$ cat config.mk
export PLATFORM = sky130hd
export DESIGN_NAME = paced_data_synchronizer
export DESIGN_NICKNAME = d
export VERILOG_FILES = /design/src/rtl/paced_data_synchronizer.sv
export SDC_FILE = /design/constraint.sdc
export NUM_CORES = 1
export LEC_CHECK = 0
export BUFFER_PORTS_ARGS = -buffer_cell sky130_fd_sc_hd__buf_2
export CORE_MARGIN = 1
export CORE_UTILIZATION = 55
export CTS_CLUSTER_DIAMETER = 200
export DETAILED_ROUTE_END_ITERATION = 7
export GPL_TIMING_DRIVEN = 0
export PLACE_DENSITY = 0.73
export SLEW_MARGIN = 5
export SYNTH_ARGS = -nofsm -noshare
export SYNTH_HDL_FRONTEND = slang
export SYNTH_SLANG_ARGS = --single-unit
$ cat constraint.sdc
create_clock -name clock -period 5.61 [get_ports clock]
set_clock_uncertainty 0.2 [all_clocks]
set_input_delay 1.683 -clock clock [delete_from_list [all_inputs] [get_ports clock]]
set_output_delay 1.683 -clock clock [all_outputs]
set_load 0.02 [all_outputs]
$ cat src/rtl/paced_data_synchronizer.sv
// Paced release stage: buffers dv_in samples in a FIFO and releases them on a
// programmable period tick (single word or burst per tick), or immediately in
// passthrough mode. Optional feature macro: SYNC_UNDERRUN_CNT_EN adds an
// underrun_cnt output counting empty ticks and truncated bursts.
module paced_data_synchronizer #(
   parameter int unsigned DWIDTH     = 32,
   parameter int unsigned DEPTH_LOG2 = 4,
   parameter int unsigned CNT_WIDTH  = 16,
   parameter int unsigned SR_ADDR    = 0,
   parameter int unsigned DEF_PERIOD = 9
) (
   input  logic                  clock,
   input  logic                  reset,
   input  logic                  set_stb,
   input  logic [7:0]            set_addr,
   input  logic [31:0]           set_data,
   input  logic [DWIDTH-1:0]     data_in,
   input  logic                  dv_in,
   output logic [DWIDTH-1:0]     data_out,
   output logic                  dv_out,
   output logic [DEPTH_LOG2:0]   fifo_level,
   output logic                  overflow
`ifdef SYNC_UNDERRUN_CNT_EN
   ,
   output logic [15:0]           underrun_cnt
`endif
);

   localparam int unsigned DEPTH = 2 ** DEPTH_LOG2;
   localparam int unsigned PW    = DEPTH_LOG2 + 1;

   typedef enum logic [1:0] {IDLE, WAIT, BURST, PASS} state_t;

   state_t                 state_q, state_d;
   logic [CNT_WIDTH-1:0]   period_q, cnt_q;
   logic                   enable_q, mode_q;
   logic [7:0]             burst_q, rem_q, rem_d, burst_eff_c;
   logic [PW-1:0]          wr_ptr, rd_ptr;
   logic [DWIDTH-1:0]      mem [DEPTH];

   logic period_wr_c, ctrl_wr_c, ovf_clr_c;
   logic empty_c, full_c, counting_c, tick_c;
   logic rd_c, wr_acc_c, ovf_set_c, underrun_evt_c;
   logic unused_c;

   assign period_wr_c = set_stb && (set_addr == 8'(SR_ADDR));
   assign ctrl_wr_c   = set_stb && (set_addr == 8'(SR_ADDR + 1));
   assign ovf_clr_c   = ctrl_wr_c && set_data[2];
   assign unused_c    = ^{set_data[31:16], set_data[7:3]};

   assign empty_c = (wr_ptr == rd_ptr);
   assign full_c  = (wr_ptr[DEPTH_LOG2] != rd_ptr[DEPTH_LOG2]) &&
                    (wr_ptr[DEPTH_LOG2-1:0] == rd_ptr[DEPTH_LOG2-1:0]);

   assign counting_c  = (state_q == WAIT) || (state_q == BURST);
   assign tick_c      = counting_c && (cnt_q == period_q) && !period_wr_c;
   assign burst_eff_c = (burst_q == 8'd0) ? 8'd1 : burst_q;

   // A read frees a slot, so a write while full is accepted when a read happens too
   assign wr_acc_c  = dv_in && (!full_c || rd_c);
   assign ovf_set_c = dv_in && full_c && !rd_c;

   // Settings registers
   always_ff @(posedge clock) begin
      if (reset) begin
         period_q <= CNT_WIDTH'(DEF_PERIOD);
         enable_q <= 1'b1;
         mode_q   <= 1'b0;
         burst_q  <= 8'd1;
      end else begin
         if (period_wr_c) period_q <= set_data[CNT_WIDTH-1:0];
         if (ctrl_wr_c) begin
            enable_q <= set_data[0];
            mode_q   <= set_data[1];
            burst_q  <= set_data[15:8];
         end
      end
   end

   // Period counter: runs only while pacing, restarts on a period write
   always_ff @(posedge clock) begin
      if (reset || period_wr_c || !counting_c) cnt_q <= '0;
      else if (cnt_q == period_q)              cnt_q <= '0;
      else                                     cnt_q <= cnt_q + CNT_WIDTH'(1);
   end

   // FSM state register
   always_ff @(posedge clock) begin
      if (reset) begin
         state_q <= IDLE;
         rem_q   <= 8'd0;
      end else begin
         state_q <= state_d;
         rem_q   <= rem_d;
      end
   end

   // Next-state and read decision; the tick itself issues the first read of a burst
   always_comb begin
      state_d        = state_q;
      rem_d          = rem_q;
      rd_c           = 1'b0;
      underrun_evt_c = 1'b0;
      if (!enable_q) begin
         state_d = IDLE;
      end else begin
         case (state_q)
            IDLE: state_d = mode_q ? PASS : WAIT;
            WAIT: begin
               if (mode_q) begin
                  state_d = PASS;
               end else if (tick_c) begin
                  if (!empty_c) begin
                     rd_c    = 1'b1;
                     rem_d   = burst_eff_c - 8'd1;
                     state_d = BURST;
                  end else begin
                     underrun_evt_c = 1'b1;
                  end
               end
            end
            BURST: begin
               if (mode_q) begin
                  state_d = PASS;
               end else if (rem_q == 8'd0) begin
                  state_d = WAIT;
               end else if (empty_c) begin
                  underrun_evt_c = 1'b1;
                  state_d        = WAIT;
               end else begin
                  rd_c  = 1'b1;
                  rem_d = rem_q - 8'd1;
               end
            end
            PASS: begin
               if (!mode_q)       state_d = WAIT;
               else if (!empty_c) rd_c    = 1'b1;
            end
            default: state_d = IDLE;
         endcase
      end
   end

   // FIFO storage (contents need no reset; pointers define validity)
   always_ff @(posedge clock) begin
      if (wr_acc_c) mem[wr_ptr[DEPTH_LOG2-1:0]] <= data_in;
   end

   // FIFO pointers, level, overflow and registered read port
   always_ff @(posedge clock) begin
      if (reset) begin
         wr_ptr     <= '0;
         rd_ptr     <= '0;
         fifo_level <= '0;
         overflow   <= 1'b0;
         dv_out     <= 1'b0;
         data_out   <= '0;
      end else begin
         if (wr_acc_c) wr_ptr <= wr_ptr + PW'(1);
         if (rd_c)     rd_ptr <= rd_ptr + PW'(1);
         case ({wr_acc_c, rd_c})
            2'b10:   fifo_level <= fifo_level + PW'(1);
            2'b01:   fifo_level <= fifo_level - PW'(1);
            default: fifo_level <= fifo_level;
         endcase
         if (ovf_set_c)      overflow <= 1'b1;
         else if (ovf_clr_c) overflow <= 1'b0;
         dv_out <= rd_c;
         if (rd_c) data_out <= mem[rd_ptr[DEPTH_LOG2-1:0]];
      end
   end

`ifdef SYNC_UNDERRUN_CNT_EN
   // Saturating count of empty ticks and truncated bursts
   always_ff @(posedge clock) begin
      if (reset || ovf_clr_c)                         underrun_cnt <= 16'd0;
      else if (underrun_evt_c && underrun_cnt != 16'hFFFF) underrun_cnt <= underrun_cnt + 16'd1;
   end
`endif

endmodule

**Yosys cells after proc, flatten, opt, wreduce, memory -nomap -nowiden**

Memories as Yosys holds them, arrays and structs flattened. A register that Yosys moved wholly into a read port is not among the register bits.
Index checks and enable logic that the tools add are counted.

- Bits in registers: 69
- Memory bits (writable): 512
- Memories: 1
- Output and inout port bits: 39
- Input port bits: 76

- Mux-type cells: 30
- Bitwise gates (word level): 1
- Eq/ne operators: 20
- Reductions and logical operators: 28
- $add $sub $neg: 7

Memory list:

| memory | depth | width | read ports | clocked after Yosys merged registers in | write ports | line | RTL |
|---|---|---|---|---|---|---|---|
| mem | 16 | 32 | 1 | 1 | 1 | 39 | `logic [DWIDTH-1:0] mem [DEPTH];` |

Operators with widths:

| cell | number |
|---|---|
| 8-bit 2-to-1 mux | 7 |
| 8-bit logical NOT | 3 |
| 16-bit by 1-bit adder with 16-bit output (second input constant) | 1 |
| 16-bit == test | 1 |
| 2-bit 2-to-1 mux | 8 |
| 8-bit case mux with 2 select lines | 1 |
| 8-bit by 1-bit subtractor with 8-bit output (second input constant) | 2 |
| 5-bit by 1-bit adder with 5-bit output (second input constant) | 3 |
| 2-bit != test (second input constant) | 7 |
| 1-bit 2-to-1 mux | 11 |
| 5-bit case mux with 2 select lines | 1 |
| 1-bit logical AND | 9 |
| 8-bit by 1-bit == test with 1-bit output (second input constant) | 1 |
| 2-bit case mux with 4 select lines | 1 |
| 8-bit AND reduction | 1 |
| 2-bit == test (second input constant) | 3 |
| 3-bit != test (second input constant) | 2 |
| 2-bit nonzero test | 3 |
| 5-bit == test | 1 |
| 5-bit by 1-bit subtractor with 5-bit output (second input constant) | 1 |
| 2-bit by 1-bit == test with 1-bit output (second input constant) | 2 |
| 4-bit == test | 1 |
| 1-bit logical NOT | 4 |
| 1-bit logical OR | 4 |
| 7 further kinds | 8 |

**Depth between registers and ports, before layout**

Gate-level depths: netlist of run 1.

- Depth after elaboration: 12
- Depth in mapped cells: 14
- Depth with buffers taken out: 13

**Worst setup path before layout of run 1**

OpenSTA, ideal clock, no wires.

- Path kind: input port to flip-flop
- From: input port set_stb
- To: memory mem[2][0] (enable)
- Setup slack: -35 ps
- Library setup time: 461 ps
- Cell stages on the path: 7
- Data arrival time: 4983 ps
- Buffers on the path: 0
- Path through: nor4b_2 nand3b_1 and4b_1 a211oi_2 nor2_1 nand2_1 nor3_1

- Cells in the longest elaborated chain, start to end: 11

RTL lines:

| item | line | RTL |
|---|---|---|
| start: declaration | 14 | `input logic set_stb,` |
| 1-bit logical AND | 46 | `assign period_wr_c = set_stb && (set_addr == 8'(SR_ADDR));` |
| 1-bit logical NOT | 56 | `assign tick_c = counting_c && (cnt_q == period_q) && !period_wr_c;` |
| 1-bit logical AND | 56 |  |
| 1-bit 2-to-1 mux | 112 | `end else if (tick_c) begin` |
| 1-bit 2-to-1 mux | 110 | `if (mode_q) begin` |
| 1-bit case mux with 3 select lines | 107 | `case (state_q)` |
| 1-bit 2-to-1 mux | 104 | `if (!enable_q) begin` |
| 1-bit logical OR | 60 | `assign wr_acc_c = dv_in && (!full_c \|\| rd_c);` |
| 1-bit logical AND | 60 |  |
| 1-bit 2-to-1 mux | 146 | `if (wr_acc_c) mem[wr_ptr[DEPTH_LOG2-1:0]] <= data_in;` |
| 1-bit 2-to-1 mux (not written as such) | 146 |  |
| end: declaration | 39 |  |

No other way between the ends.

**Worst setup path in the final report of run 1**

- From: input port set_addr[4]
- To: register fifo_level[4]

- Cells in the longest elaborated chain, start to end: 12
- Elaborated cells between the ends (all ways): 14
- Those cells by class: eq/ne: 2; mux: 5; reduce/logical: 7

RTL lines:

| item | line | RTL |
|---|---|---|
| start: declaration | 15 | `input logic [7:0] set_addr,` |
| 8-bit logical NOT * | 46 |  |
| 1-bit logical AND * | 46 |  |
| 1-bit logical NOT * | 56 |  |
| 1-bit logical AND * | 56 |  |
| 1-bit 2-to-1 mux * | 112 |  |
| 1-bit 2-to-1 mux * | 110 |  |
| 1-bit case mux with 3 select lines * | 107 |  |
| 1-bit 2-to-1 mux * | 104 |  |
| 1-bit logical OR | 60 |  |
| 1-bit logical AND | 60 |  |
| 2-bit by 1-bit == test with 1-bit output or 2-bit == test (tied branches) | 161 | `case ({wr_acc_c, rd_c})` |
| 5-bit case mux with 2 select lines or 2-bit nonzero test (tied branches) | - |  |
| end signal: assignment | 162 | `2'b10: fifo_level <= fifo_level + PW'(1);` |
| end signal: assignment | 163 | `2'b01: fifo_level <= fifo_level - PW'(1);` |
| end signal: assignment | 164 | `default: fifo_level <= fifo_level;` |
| end: declaration | 21 | `output logic [DEPTH_LOG2:0] fifo_level,` |

Every way passes the cells marked *; elsewhere a longest branch is shown, timed or not.
A chain may end at the register's enable or synchronous reset.

==> out/results.tsv, run 1 <==
stage	metric	value	unit
timing	Min Hold Slack	0.253	ns
pwr	LEAKAGE	8.80	nW
clock_tree	CTS HTree Levels	2	
logic_synthesis	area share of the largest cell type after synthesis	0.643	
clock_tree	post-CTS sizing	0	
timing	Tightest Pin Transition	1.24	ns
logic_synthesis	Post-Synth XOR/XNOR Area	0.0150	
route	number of DRC markers in iteration 0	1232	
setup_path	Slowest cell on crit path	fa_1	
clock_tree	postcts setup bufs	0	
clock_tree	clock root buffer master	clkbuf_16	
floorplan	Die W	211	µm
setup_path	crit path max fanout	10	
logic_synthesis	Cell variety after synth	52	
route	first-pass detailed-route iteration total	5	
clock_tree	CTS max path bufs	3	
setup_path	WS Path Type	in -> reg	
cells_and_area	Finished Cell Area	27700	µm²
setup_path	CP delay by family, top	simple AND/OR/NAND/NOR gates	
setup_path	WP buf/inv	2	
logic_synthesis	Ys Warns	0	
cells_and_area	Core Util, Final	0.644	
setup_path	Worst Path Required	5.88	ns
setup_path	CP startpoint kind	input port	
logic_synthesis	Synth area leaders	edfxtp_1 (64%), mux4_2 (15%), dfxtp_1 (8.5%)	
clock_tree	clk_lat worst skew	0.63	ns
logic_synthesis	syn_nets	1385	
job	total of max-cap violations	0	
logic_synthesis	Post-synth EDFFs	512	
clock_tree	clock sink total	613	
grt	gr usage total	0.254	
grt	first-pass GRT wire length	81000	µm
logic_synthesis	Post-synth ARST share	0	
route	drc violations	0	
route	Antenna Nets Post-Route	0	
pwr	worst vdd ir	0.307	mV
logic_synthesis	post-synthesis mux area share	0.158	
route	drt wl/cell	26.0	µm
place	Final GP Congestion	0.874	
place	placed cell area	25800	µm²
clock_tree	CTS tree	built	
clock_tree	Clock transition at path regs	0.06	ns
grt	antenna violations before repair	4	
grt	largest net degree at the start of global routing	22	
floorplan	DIE HEIGHT	211	µm
clock_tree	Num CTS Buffers	58	
timing	Final Hold Fails	0	
grt	Overflow after GRT	0	
pwr	total power	9.43	mW
route	via count	12900	
grt	vias in the first global route	12800	
logic_synthesis	Synth Register Bits	613	
floorplan	Placement Rows	76	
floorplan	DIE AREA	44300	µm²
timing	final period utilization	0.809	
status	status	finished clean	
setup_path	CP Cell Sequence	buf_2 > nor4b_2 > nand3b_1 > and4b_1 > a21oi_2 > or3_4 > clkinv_2 > fa_1 > a21o_1 > a21oi_1 > mux2i_1 > mux2_1	
setup_path	CP max stage delay	0.43	ns
logic_synthesis	Cell Area, Synth	23900	µm²
timing	Fmax	220	MHz
place	post-DP HPWL	34400	µm
logic_synthesis	Post-synth top flop	edfxtp_1	
cells_and_area	Area Growth Syn to Fin	15.6	%
pwr	Power Density	341	nW/µm²
timing	Final Max Tran Viols	0	
cells_and_area	Final #Nets	1569	
clock_tree	Hold Buf Count CTS	0	
worst_hold_path	Hold/Removal Path Class	reg -> reg	
floorplan	core area	43000	µm²
timing	setup violators final	0	
cells_and_area	ratio of cells with drive above 1 in the final layout	0.271	
logic_synthesis	largest family of logic cells by synthesized area	multiplexers	
route	vias per cell	6.10	
setup_path	CP Capture Type	flop	
logic_synthesis	synthesized instance count	1294	
logic_synthesis	Synth Area in Adders	0.00816	
logic_synthesis	register area share after synthesis	0.727	
setup_path	CP Data Arrival Time	4.81	ns
timing	unrepaired setup endpoints after global routing	false	
timing	total negative slack	0	ns
route	final WL	54800	µm
floorplan	initial core utilization	0.557	
logic_synthesis	Synth Area in Compound Gates	0.0284	
timing	Final Critical Period	4.54	ns
logic_synthesis	syn avg cell area	18.5	µm²
logic_synthesis	Simple-Gate Fraction of Synth Area	0.0493	
timing	slew margin rel.	0.173	
cells_and_area	fillcell total	2919	
logic_synthesis	Yosys top cell by area	edfxtp_1	
place	I/O Buffers	98	
floorplan	io pins	115	
-- routing by layer --
layer	global-route usage	vias to the layer above	share of wire
met5	0	-	0.00089
met4	0.0860	8	0.029
met3	0.0475	129	0.077
met2	0.403	581	0.49
met1	0.358	6652	0.41
li1	-	5511	-
-- synthesized netlist by cell type, types with 2 or more instances --
cell	number
a2111oi_1	5
a211o_1	3
a211oi_1	6
a211oi_2	2
a21o_1	5
a21oi_1	70
a21oi_2	2
and2_1	2
and3_1	3
buf_1	3
buf_2	18
clkbuf_1	42
dfxtp_1	101
edfxtp_1	512
ha_1	14
inv_1	16
mux2i_1	16
mux4_2	160
nand2_1	114
nand2b_1	3
nand3_1	16
nand3b_1	3
nand4_1	7
nor2_1	59
nor2b_1	4
nor3_1	17
nor3b_1	2
nor4_1	2
nor4_2	2
nor4_4	2
o21ai_0	12
o21ai_1	4
or2_2	3
or3_1	6
or4_1	2
xnor2_1	30
xor2_1	11
-- power by group --
group / internal (mW) / switching (mW)
registers: 5.01 / 0.0499
logic: 0.198 / 0.319
clock network: 2.20 / 1.66
-- worst min-delay path, stage by stage (launching register included) --
cell	delay [ns]
dfxtp_1	0.31
nand2_1	0.05
a21oi_1	0.05
-- cell families (layout without fill, tap and decap cells) --
family	Yosys count	in the layout
AOI/OAI and AO/OA	114	114
DFF	613	613
other	0	1
adders and majority gates	15	15
and+or+nand+nor	252	252
buffers and inverters	81	314
xor gates and xnor gates	41	41
muxes	178	178
-- path summary, 6_finish.rpt --
| kind | from | to | slack, ns | cells after the start |
|---|---|---|---|---|
| setup / recovery | set_addr[4] | fifo_level[4]$_SDFFE_PP0P_ | 1.07 | 12 |
| hold reg to reg | data_out[18]$_SDFFE_PP0N_ | data_out[18]$_SDFFE_PP0N_ | 0.25 | 2 |
| setup reg to reg | wr_ptr[3]$_SDFFE_PP0P_ | mem[2][16]$_DFFE_PP_ | 1.50 | 10 |
| hold / removal | data_out[18]$_SDFFE_PP0N_ | data_out[18]$_SDFFE_PP0N_ | 0.25 | 2 |
-- flip-flops by register name, summed over array words and instances, names as in the netlist --
signal	count
mem	512
data_out	32
cnt_q	16
period_q	16
burst_q	8
rem_q	8
fifo_level	5
rd_ptr	5
wr_ptr	5
state_q	2
dv_out	1
enable_q	1
mode_q	1
overflow	1
-- placed cells by master (no fill, tap or decap), types with 12 or more instances in the layout --
master       n
a21oi_1     70
buf_2      116
clkbuf_1    66
clkbuf_16   58
dfxtp_1    101
edfxtp_1   512
ha_1        14
inv_1       16
mux2i_1     16
mux4_2     160
nand2_1    114
nand3_1     16
nor2_1      48
nor3_1      13
o21ai_0     12
xnor2_1     30
-- layout make-up --
type                    instances  area [µm²]  area share
flip-flops and latches        613       17400       0.629
multi-input cells             600        6340       0.229
clock buffers                  89        1640      0.0592
repair buffers                124         993      0.0359
well taps                     585         732      0.0265
plain buffers                  64         264     0.00954
clock inverters                20         238     0.00859
inverters                      17        65.1     0.00235
diodes                          1        2.50   0.0000904
-- stage by stage --
step | setup slack [ns] | instances
floorplan | 0.678 | 1294
detailed placement | 0.639 | 2003
finish | 1.07 | 2113
global placement | -1.89 | 1977
global route | 0.919 | 2112
CTS | 1.18 | 2112
(Power assumes the default switching activity.)
==> run 2: changes to the inputs <==
Clock period 5.61 ns to 4.1 ns, I/O delays scaled along.
==> out/results.tsv, run 2 (synthesized netlist as in run 1, its figures left out) <==
stage	metric	value	unit
status	status	finished clean	
timing	Fmax	255	MHz
place	I/O Buffers	98	
setup_path	WP depth	12	
pwr	worst vdd ir	0.382	mV
floorplan	DIE HEIGHT	211	µm
clock_tree	Clock transition at path regs	0.06	ns
clock_tree	clock root buffer master	clkbuf_16	
job	total of max-cap violations	0	
timing	slew margin rel.	0.196	
grt	GRT busiest layer	met2	
grt	largest net degree at the start of global routing	21	
clock_tree	CTS HTree Levels	2	
cells_and_area	Finished Cell Area	27700	µm²
timing	total negative slack	0	ns
cells_and_area	fillcell total	2928	
setup_path	crit path max fanout	10	
setup_path	Worst Path Required	4.39	ns
cells_and_area	ratio of cells with drive above 1 in the final layout	0.271	
cells_and_area	max reg flops	512	
cells_and_area	Non-Filler Instances	2112	
grt	Overflow after GRT	0	
pwr	LEAKAGE	8.80	nW
cells_and_area	FF/Latch Area	17400	µm²
place	post-DP HPWL	34300	µm
setup_path	CP startpoint kind	input port	
grt	gr usage total	0.254	
route	drt wl/cell	25.8	µm
timing	Tightest Pin Transition	1.21	ns
clock_tree	CTS max path bufs	3	
grt	vias in the first global route	13200	
cells_and_area	area of the multi-input gates	6340	µm²
timing	final period utilization	0.958	
worst_hold_path	worst hold start	data_out[0]$_SDFFE_PP0N_	
floorplan	DIE AREA	44300	µm²
worst_hold_path	Hold/Removal Path Class	reg -> reg	
setup_path	WS Path Type	in -> reg	
place	placed cell area	25700	µm²
grt	met3 Use GR	0.0469	
floorplan	core area	43000	µm²
timing	Final Critical Period	3.93	ns
setup_path	Worst Setup EP	fifo_level[4]$_SDFFE_PP0P_	
floorplan	initial core utilization	0.557	
clock_tree	clk_lat worst skew	0.64	ns
setup_path	critical path startpoint	set_addr[1]	
place	Final GP Congestion	0.874	
grt	met1 GRT Util	0.342	
clock_tree	Num CTS Buffers	59	
clock_tree	postcts setup bufs	0	
setup_path	CP max stage delay	0.43	ns
cells_and_area	most common cell after layout, fill and taps aside	edfxtp_1	
route	drc violations	0	
route	Antenna Nets Post-Route	0	
setup_path	Slowest cell on crit path	fa_1	
cells_and_area	Final #Nets	1566	
floorplan	Die W	211	µm
route	final WL	54400	µm
pwr	Power Density	468	nW/µm²
cells_and_area	Area Growth Syn to Fin	15.6	%
route	vias per cell	6.06	
grt	antenna violations before repair	3	
clock_tree	post-CTS sizing	0	
route	via count	12800	
timing	Final Max Tran Viols	0	
timing	setup violators final	0	
grt	first-pass GRT wire length	81200	µm
setup_path	WP buf/inv	2	
setup_path	CP Cell Sequence	buf_2 > nor4_2 > nand3b_1 > and4b_1 > a21oi_2 > or3_4 > clkinv_2 > fa_1 > a21o_1 > a21oi_1 > mux2i_1 > mux2_1	
route	number of DRC markers in iteration 0	1155	
route	first-pass detailed-route iteration total	5	
setup_path	CP Data Arrival Time	4.22	ns
floorplan	io pins	115	
setup_path	CP Capture Type	flop	
clock_tree	Hold Buf Count CTS	0	
setup_path	reg2reg path depth	10	
place	dpl cells	1999	
floorplan	Placement Rows	76	
clock_tree	clock sink total	613	
setup_path	worst reg-to-reg setup slack	0.19	ns
cells_and_area	commonest cells after routing, fill and taps aside	edfxtp_1 (512), mux4_2 (160), buf_2 (116), nand2_1 (114), dfxtp_1 (101)	
clock_tree	CTS tree	built	
grt	met2 usage	0.422	
timing	unrepaired setup endpoints after global routing	false	
setup_path	Reg-to-Reg End	mem[0][17]$_DFFE_PP_	
setup_path	CP delay by family, top	simple AND/OR/NAND/NOR gates	
cells_and_area	Core Util, Final	0.644	
setup_path	FF-to-FF Start	rd_ptr[0]$_SDFFE_PP0N_	
timing	Final Hold Fails	0	
==> run 2: cell count changes in the layout (fill, tap and decap cells not counted), sizes merged <==
cell      previous run  this run
clkinv              14        25
clkinvlp             2         0
clkbuf             132       125
inv                 17        18
buf                145       141
==> run 2: tightest hold or removal path, stage by stage (launching register included) <==
cell and delay (ns):
dfxtp_1 0.31, nand2_1 0.05, a21oi_1 0.05
==> run 2: worst min-delay path by stage <==
| stage | end | cells past startpoint |
|---|---|---|
| floorplan | burst_q[0]$_SDFFE_PP1P_ | 1 |
| global placement | data_out[21]$_SDFFE_PP0N_ | 2 |
| detailed placement | data_out[21]$_SDFFE_PP0N_ | 2 |
| CTS | data_out[21]$_SDFFE_PP0N_ | 2 |
| global route | data_out[16]$_SDFFE_PP0N_ | 2 |
| finish | data_out[0]$_SDFFE_PP0N_ | 2 |
==> run 2: per-stage QoR <==
step           power (mW)  hold slack, ns  worst slack (ns)
2_1_floorplan        7.47           0.231            -0.255
3_5_place_dp         7.76           0.251            -0.407
5_1_grt              13.3           0.282           0.00323
6_report             12.9           0.258             0.173
4_1_cts              13.0           0.260             0.211
3_3_place_gp         7.70           0.243             -2.43
==> run 2: routing by layer <==
layer,vias up,part of all wire
met5,-,0.00042
met4,4,0.026
li1,5517,-
met1,6575,0.40
met3,99,0.079
met2,607,0.50
==> run 2: where the power goes <==
group          internal, mW  switching [mW]  total [mW]
clock                  3.02            2.31        5.32
sequential             6.85          0.0666        6.92
combinational         0.279           0.434       0.712
==> run 2: area by class of cell <==
| type | instances | share of cell area |
|---|---|---|
| plain buffers | 64 | 0.00954 |
| diodes | 1 | 0.0000905 |
| inverters | 17 | 0.00235 |
| clock inverters | 30 | 0.0107 |
| well taps | 585 | 0.0265 |
| flip-flops and latches | 613 | 0.629 |
| repair buffers | 120 | 0.0345 |
| clock buffers | 82 | 0.0584 |
| multi-input cells | 600 | 0.229 |
==> run 3: changes to the inputs <==
==> constraint.sdc (replaced) <==
create_clock -name clock -period 4.1 [get_ports clock]
set_clock_uncertainty 0.2 [all_clocks]
set_input_delay 0.615 -clock clock [delete_from_list [all_inputs] [get_ports clock]]
set_output_delay 0.615 -clock clock [all_outputs]
set_load 0.02 [all_outputs]
==> out/results.tsv, run 3 (synthesized netlist as in run 1, its figures left out) <==
stage	metric	value	unit
floorplan	io pins	115	
route	via count	12900	
cells_and_area	most common cell after layout, fill and taps aside	edfxtp_1	
timing	slew margin rel.	0.171	
cells_and_area	commonest cells after routing, fill and taps aside	edfxtp_1 (512), mux4_2 (160), buf_2 (116), nand2_1 (114), dfxtp_1 (101)	
place	post-DP HPWL	34400	µm
grt	largest net degree at the start of global routing	22	
clock_tree	clk_lat worst skew	0.63	ns
route	Antenna Nets Post-Route	0	
timing	Final Hold Fails	0	
timing	total negative slack	0	ns
grt	Overflow after GRT	0	
setup_path	CP startpoint kind	flop	
floorplan	Placement Rows	76	
cells_and_area	Finished Cell Area	27700	µm²
floorplan	initial core utilization	0.557	
clock_tree	CTS max path bufs	3	
clock_tree	clock root buffer master	clkbuf_16	
route	vias per cell	6.10	
clock_tree	CTS tree	built	
timing	Tightest Pin Transition	1.24	ns
timing	final period utilization	0.965	
route	drc violations	0	
place	Setup WS pre-CTS	0.109	ns
timing	PnR worst setup slack	0.144	ns
clock_tree	CTS HTree Levels	2	
timing	Final Max Tran Viols	0	
timing	Fmax	253	MHz
floorplan	DIE AREA	44300	µm²
floorplan	core area	43000	µm²
cells_and_area	ratio of cells with drive above 1 in the final layout	0.273	
clock_tree	Clock transition at path regs	0.06	ns
setup_path	crit path max fanout	17	
clock_tree	clock sink total	613	
route	first-pass detailed-route iteration total	5	
cells_and_area	Final #Nets	1574	
cells_and_area	max reg flops	512	
setup_path	Worst Path Required	4.22	ns
floorplan	DIE HEIGHT	211	µm
setup_path	WS Path Type	reg -> reg	
pwr	LEAKAGE	8.82	nW
setup_path	CP Capture Type	flop	
cells_and_area	Area Growth Syn to Fin	15.8	%
status	status	finished clean	
route	number of DRC markers in iteration 0	1262	
grt	antenna violations before repair	4	
job	total of max-cap violations	0	
pwr	Power Density	466	nW/µm²
grt	gr usage total	0.254	
setup_path	CP Data Arrival Time	4.07	ns
timing	Min Hold Slack	0.0831	ns
grt	vias in the first global route	12800	
clock_tree	Hold Buf Count CTS	0	
timing	Final Critical Period	3.96	ns
place	placed cell area	25800	µm²
grt	first-pass GRT wire length	81000	µm
timing	setup violators final	0	
cells_and_area	Core Util, Final	0.645	
place	Final GP Congestion	0.874	
route	final WL	54900	µm
clock_tree	Num CTS Buffers	58	
route	drt wl/cell	25.9	µm
floorplan	Die W	211	µm
place	I/O Buffers	98	
worst_hold_path	Hold/Removal Path Class	in -> reg	
pwr	worst vdd ir	0.420	mV
cells_and_area	# diodes	0	
run 3: final timing paths:
| kind | startpoint | end | slack (ns) | cells past startpoint |
|---|---|---|---|---|
| worst max-delay path | wr_ptr[3]$_SDFFE_PP0P_ | mem[14][22]$_DFFE_PP_ | 0.14 | 9 |
| worst min-delay path | set_data[3] | period_q[3]$_SDFFE_PP1P_ | 0.08 | 3 |
| worst max register to register | wr_ptr[3]$_SDFFE_PP0P_ | mem[14][22]$_DFFE_PP_ | 0.14 | 9 |
| worst min register to register | data_out[18]$_SDFFE_PP0N_ | data_out[18]$_SDFFE_PP0N_ | 0.25 | 2 |
run 3: metrics by stage:
step           std cells  power [mW]
2_1_floorplan       1294        7.47
3_3_place_gp        1977        7.70
3_5_place_dp        2003        7.75
4_1_cts             2112        13.0
5_1_grt             2117        13.3
6_report            2117        12.9
run 3: area by class of cell:
type,count,area [µm²]
flip-flops and latches,613,17400
fillers,2915,15300
multi-input cells,600,6340
clock buffers,89,1640
repair buffers,129,1030
well taps,585,732
plain buffers,64,264
clock inverters,20,238
inverters,17,65.1
run 3: report_power, final:
group          leakage [nW]  total, mW  internal [mW]  switching [mW]
clock                 0.904       5.28           3.01            2.27
combinational          2.48      0.715          0.275           0.440
sequential             5.44       6.92           6.85          0.0681
total                  8.82       12.9           10.1            2.78
run 3: metal layers:
| metal | global-route usage | routed length (µm) |
|---|---|---|
| met1 | 0.358 | 22300 |
| met3 | 0.0475 | 4410 |
| met2 | 0.403 | 26600 |
| met5 | 0 | 49 |
| met4 | 0.0860 | 1540 |
run 3: worst max-delay path, cell delays in order (launching register included):
cell and delay, ns:
dfxtp_1 0.31, buf_2 0.30, xor2_1 0.30, nor4_4 0.11, a211oi_2 0.35, o21ai_1 0.28, nor2_1 0.41, nand2_1 0.37
nor2_4 0.74, buf_12 0.27
run 3: repair_timing:
| item | CTS | global route |
|---|---|---|
| endpoints found under the hold margin | 0 | 0 |
| setup buffers | 0 | 5 |
| resized for setup | 0 | 0 |
| endpoints found under the setup margin | 0 | 15 |
